[src/rtl/io_button_pkg.sv]
// Shared constants for the button reader: register offsets and counter widths.
package io_button_pkg;

    localparam int unsigned CNT_W = 16;
    localparam int unsigned DB_W  = 16;

    localparam logic [7:0] OFS_STATUS  = 8'h00;
    localparam logic [7:0] OFS_PENDING = 8'h04;
    localparam logic [7:0] OFS_IRQ_EN  = 8'h08;
    localparam logic [7:0] OFS_COUNT0  = 8'h10;

    function automatic logic [7:0] count_ofs(input int unsigned idx);
        return OFS_COUNT0 + 8'(idx << 2);
    endfunction

endpackage

[src/rtl/btn_debounce.sv]
// One button channel: 2-flop synchronizer, debounce counter and press pulse.
module btn_debounce
    import io_button_pkg::*;
#(
    parameter int unsigned DEBOUNCE_CYCLES = 1000
) (
    input  logic clk,
    input  logic reset_n,
    input  logic pad,
    output logic level,
    output logic press
);

    localparam logic [DB_W-1:0] LAST = DB_W'(DEBOUNCE_CYCLES - 1);

    logic            sync_a;
    logic            sync_b;
    logic [DB_W-1:0] cnt;
    logic            accept;

    // press is combinational so PENDING/COUNT update on the same edge as level
    assign accept = (sync_b != level) && (cnt == LAST);
    assign press  = accept && sync_b;

    always_ff @(posedge clk or negedge reset_n) begin
        if (!reset_n) begin
            sync_a <= 1'b0;
            sync_b <= 1'b0;
            level  <= 1'b0;
            cnt    <= '0;
        end else begin
            sync_a <= pad;
            sync_b <= sync_a;
            if (sync_b == level) begin
                cnt <= '0;
            end else if (accept) begin
                level <= sync_b;
                cnt   <= '0;
            end else begin
                cnt <= cnt + 1'b1;
            end
        end
    end

endmodule

[src/rtl/io_button_reader.sv]
// Debounced button inputs with press counters, pending flags and a Wishbone slave.
module io_button_reader
    import io_button_pkg::*;
#(
    parameter int unsigned N_BTN           = 4,
    parameter int unsigned DEBOUNCE_CYCLES = 1000,
    parameter logic [31:0] BASE_ADDR       = 32'h3000_0000
) (
    input  logic             clk,
    input  logic             reset_n,
    input  logic [N_BTN-1:0] btn_in,
    output logic [N_BTN-1:0] btn_oeb,
    input  logic             wbs_stb_i,
    input  logic             wbs_cyc_i,
    input  logic             wbs_we_i,
    input  logic [3:0]       wbs_sel_i,
    input  logic [31:0]      wbs_adr_i,
    input  logic [31:0]      wbs_dat_i,
    output logic             wbs_ack_o,
    output logic [31:0]      wbs_dat_o,
    output logic             irq
);

    logic [N_BTN-1:0]            level;
    logic [N_BTN-1:0]            press;
    logic [N_BTN-1:0]            pending;
    logic [N_BTN-1:0]            irq_en;
    logic [N_BTN-1:0][CNT_W-1:0] counts;
    logic [N_BTN-1:0]            w1c;
    logic [N_BTN-1:0]            cnt_clr;
    logic [7:0]                  ofs;
    logic [31:0]                 rdata;
    logic                        req;
    logic                        wr;
    logic                        unused_bits;

    assign btn_oeb     = '1;
    assign unused_bits = ^{wbs_sel_i, wbs_adr_i[1:0], wbs_dat_i};

    for (genvar g = 0; g < N_BTN; g++) begin : g_db
        btn_debounce #(
            .DEBOUNCE_CYCLES(DEBOUNCE_CYCLES)
        ) u_db (
            .clk    (clk),
            .reset_n(reset_n),
            .pad    (btn_in[g]),
            .level  (level[g]),
            .press  (press[g])
        );
    end

    // A request is refused while ack is high so each access acks exactly once
    assign ofs = {wbs_adr_i[7:2], 2'b00};
    assign req = wbs_stb_i & wbs_cyc_i & (wbs_adr_i[31:8] == BASE_ADDR[31:8]) & ~wbs_ack_o;
    assign wr  = req & wbs_we_i;

    always_comb begin
        rdata   = '0;
        w1c     = '0;
        cnt_clr = '0;
        if (ofs == OFS_STATUS) begin
            rdata[N_BTN-1:0] = level;
        end else if (ofs == OFS_PENDING) begin
            rdata[N_BTN-1:0] = pending;
            if (wr) w1c = wbs_dat_i[N_BTN-1:0];
        end else if (ofs == OFS_IRQ_EN) begin
            rdata[N_BTN-1:0] = irq_en;
        end
        for (int unsigned i = 0; i < N_BTN; i++) begin
            if (ofs == count_ofs(i)) begin
                rdata[CNT_W-1:0] = counts[i];
                cnt_clr[i]       = wr;
            end
        end
    end

    always_ff @(posedge clk or negedge reset_n) begin
        if (!reset_n) begin
            wbs_ack_o <= 1'b0;
            wbs_dat_o <= '0;
            pending   <= '0;
            irq_en    <= '0;
            counts    <= '0;
            irq       <= 1'b0;
        end else begin
            wbs_ack_o <= req;
            wbs_dat_o <= req ? rdata : '0;
            if (wr && ofs == OFS_IRQ_EN) irq_en <= wbs_dat_i[N_BTN-1:0];
            pending <= (pending & ~w1c) | press;
            irq     <= |(pending & irq_en);
            for (int unsigned i = 0; i < N_BTN; i++) begin
                if (cnt_clr[i]) begin
                    counts[i] <= press[i] ? CNT_W'(1) : '0;
                end else if (press[i] && counts[i] != '1) begin
                    counts[i] <= counts[i] + 1'b1;
                end
            end
        end
    end

endmodule

[config.mk]
export PLATFORM = sky130hd
export DESIGN_NAME = io_button_reader
export DESIGN_NICKNAME = d
export VERILOG_FILES = /design/src/rtl/io_button_pkg.sv /design/src/rtl/btn_debounce.sv /design/src/rtl/io_button_reader.sv
export SDC_FILE = /design/constraint.sdc
export NUM_CORES = 1
export LEC_CHECK = 0
export BUFFER_PORTS_ARGS = -buffer_cell sky130_fd_sc_hd__buf_2
export CORE_MARGIN = 10
export CORE_UTILIZATION = 55
export CTS_CLUSTER_DIAMETER = 200
export CTS_CLUSTER_SIZE = 10
export DETAILED_ROUTE_END_ITERATION = 8
export HOLD_SLACK_MARGIN = 0.06
export PLACE_DENSITY = 0.76
export SETUP_SLACK_MARGIN = 0.05
export SYNTH_ARGS = -nofsm -noshare
export SYNTH_HDL_FRONTEND = slang
export SYNTH_HIERARCHICAL = 1
export SYNTH_SLANG_ARGS = --single-unit
[constraint.sdc]
create_clock -name clk -period 3.8 [get_ports clk]
set_input_delay 0.76 -clock clk [delete_from_list [all_inputs] [get_ports clk]]
set_output_delay 0.76 -clock clk [all_outputs]
set_load 0.005 [all_outputs]
==> impl_metrics.yaml <==
timing:
  maxSlewHeadroom_pct: 43.1
  hold_viol: 0
  post-route-min-period_ns: 3.08
  slew_violations: 0
  clock_skew_ns: 0.00772
  grt_setup_unrepaired: "no"
  worst-slew-pin-transition_ns: 0.844
  finalCritPeriodShare_pct: 81.0
  fin_tns_setup_ns: 0
  finalSetupViolations: 0
  fmax_mhz: 325
floorplan:
  core_um2: 15800
  die-area_um2: 21500
  die_w_um: 147
  rows: 46
  num_io_pins: 115
  initial_core_util_pct: 55.8
  die_h_um: 147
detailed_routing:
  ant_nets: 0
  via_count: 6638
  totalWireLength_um: 18900
  wl_per_cell_um: 16.2
  drtPass1Iterations: 5
  drc: 0
  drt_iter0_drc: 437
  viasPerCell: 5.72
worst_setup_path:
  cp_common_cell: "and3_1"
  required_ns: 4.11
  reg2reg_depth: 9
  worst_setup_path_start_kind: "flip-flop"
  endpoint_kind: "flip-flop"
  r2r_slack_ns: 0.72
  cp.arrival_ns: 3.39
  crit_type: "reg -> reg"
  cp_slowest_cell: "or4_4"
  cpPeakStageDelay_ns: 0.60
  path_max_fanout: 10
  crit_chain: "or4_1, or4_4, nor3b_1, buf_4, and3_1, and3_1, and4bb_2, xnor2_1, nor2_1"
placed_design:
  portBuffers: 60
  place_hpwl_um: 13500
  place_congestion: 0.867
final_layout:
  antenna_cells: 0
  ff_latch_area_um2: 4150
  multi_input_area_um2: 4310
  final_common_cell: "dfrtp_1"
  fill_cells: 1307
  nets: 1017
  final_layout_size_suffix_gt1_share_pct: 16.4
  area_growth_pct: 11.5
  mostFrequentLayoutCells: "dfrtp_1, nor2_1, xnor2_1, buf_2"
clock_tree:
  clkTransAtPathRegs_ns: 0.07
  clk_path_buf_depth: 2
  cts_made_buffers: 17
  cts_tree: "built"
  hold_buffers: 0
  insertion_delay_ns: 0.43
  cts_sinks: 166
  cts_resized: 0
  htreeDepth: 4
  root_buffer: "clkbuf_16"
  post_cts_buffers: 0
pwr:
  power.total_mw: 3.67
  pwr-share-clk_pct: 47.5
  ir_drop_mv: 0.319
  p_sw_share_pct: 22.6
  cellLeakagePower_nw: 4.13
  power.density_nw_per_um2: 374
  switchingPower_mw: 0.830
  pwr-share-seq_pct: 48.9
  p_int_mw: 2.84
  p_comb_share_pct: 3.5
synthesis:
  syn_area_um2: 8810
  synthCells: 875
  yosysTopAreaCell: "dfrtp_1"
  synth-edff-count: 0
  synth_top_area_share_pct: 47.2
  yosysSeqAreaShare_pct: 47.2
  yosysWarnings: 6
  postSynthRegisterBits: 166
  synth.distinct_cells: 61
  syn_avg_cell_area_um2: 10.1
  async_flop_share_pct: 100
  ys.flop_type: "dfrtp_1"
  synth.area.top_cells: "dfrtp_1, xnor2_1, nor2_1"
global_route:
  grt_pass1_wl_um: 32000
  overflow: 0
  grt.total_usage_pct: 18.0
  grt_max_degree: 91
  grt_pass1_vias: 6537
  antenna_found_initial: 0
run:
  maxCapViolations: 0
status:
  outcome: "completed"
min_path:
  min_path_cells: 0
  min_path_type: "reg -> reg"
## power by group through the flow
stage	clock, mW	sequential, mW	combinational [mW]
2_1_floorplan	0	1.82	0.0794
3_3_place_gp	0	1.83	0.130
3_5_place_dp	0	1.83	0.132
4_1_cts	1.78	1.79	0.133
5_1_grt	1.85	1.79	0.151
6_report	1.74	1.79	0.130
## path summary, 6_finish.rpt
check / from / to
max: g_db[0].u_db/cnt[3] / counts[15]
min: g_db[3].u_db/sync_a / g_db[3].u_db/sync_b
max reg2reg: g_db[0].u_db/cnt[3] / counts[15]
min reg2reg: g_db[3].u_db/sync_a / g_db[3].u_db/sync_b
max in group asynchronous: reset_n / g_db[2].u_db/cnt[12]
min in group asynchronous: reset_n / g_db[1].u_db/cnt[2]
## synthesized netlist by cell type, drive strengths merged, types with 2 or more instances
master	number
dfrtp	166
nor2	130
xnor2	77
nand2	48
nand4	46
nor3	46
nand3	43
buf	37
nor4	30
o21ai	24
xor2	23
inv	18
or4	17
a21oi	16
nor2b	16
clkbuf	15
mux4	12
and3	11
mux2i	9
ha	8
mux2	8
nor3b	8
or3	7
a22oi	6
a2bb2oi	6
and4	5
or2	5
a211o	4
a21o	4
nand2b	3
nand3b	3
nand4b	3
a31oi	2
and4bb	2
conb	2
nor4b	2
nor4bb	2
o211ai	2
o41ai	2
## sequential cells by signal, summed over array words and instances (netlist names)
signal	flops
counts	64
g_db.u_db/cnt	64
wbs_dat_o	16
g_db.u_db/level	4
g_db.u_db/sync_a	4
g_db.u_db/sync_b	4
irq_en	4
pending	4
irq	1
wbs_ack_o	1
## routing by layer
layer | global-route usage (%) | wire, um | vias up
met5 | 0 | 0 | -
met3 | 4.82 | 1120 | 20
met4 | 5.56 | 272 | 0
li1 | - | - | 3200
met2 | 28.3 | 8890 | 182
met1 | 23.8 | 8570 | 3236
## final cells by class
cell class	count	area share [%]
repair buffers	72	4.17
clock inverters	13	1.52
multi-input cells	657	43.9
clock buffers	19	4.61
flip-flops and latches	166	42.3
inverters	18	0.688
well taps	216	2.75
## per-stage QoR
step                      hold WS (ns)  util (%)  setup slack (ns)  instances  area (um^2)
after floorplan                  0.331         -             0.690        893         8870
after global placement           0.335      58.4             0.811       1129         9210
after detailed placement         0.336      58.4             0.753       1129         9210
after CTS                        0.354      62.2             0.735       1161         9820
after global routing             0.365      62.2             0.559       1161         9820
final                            0.352      62.2             0.720       1161         9820
## logic make-up (layout without fill, tap and decap cells)
family / count (synthesis) / count (layout) / share of synthesized area, %
and+or+nand+nor: 430 / 430 / 26.6
DFF: 166 / 166 / 47.2
xor gates and xnor gates: 100 / 100 / 9.95
AOI/OAI and AO/OA: 70 / 70 / 5.13
buffers and inverters: 70 / 122 / 4.62
muxes: 29 / 29 / 5.29
adders and majority gates: 8 / 8 / 1.14
other: 2 / 20 / 0.0853
## worst max-delay path, delay by kind of cell (launching register included)
kind / cells / cell delay [ns]
buf+inv: 1 / 0.22
flops: 1 / 0.46
simple gates: 7 / 2.16
xor+xnor: 1 / 0.12
(Power assumes the default switching activity.)
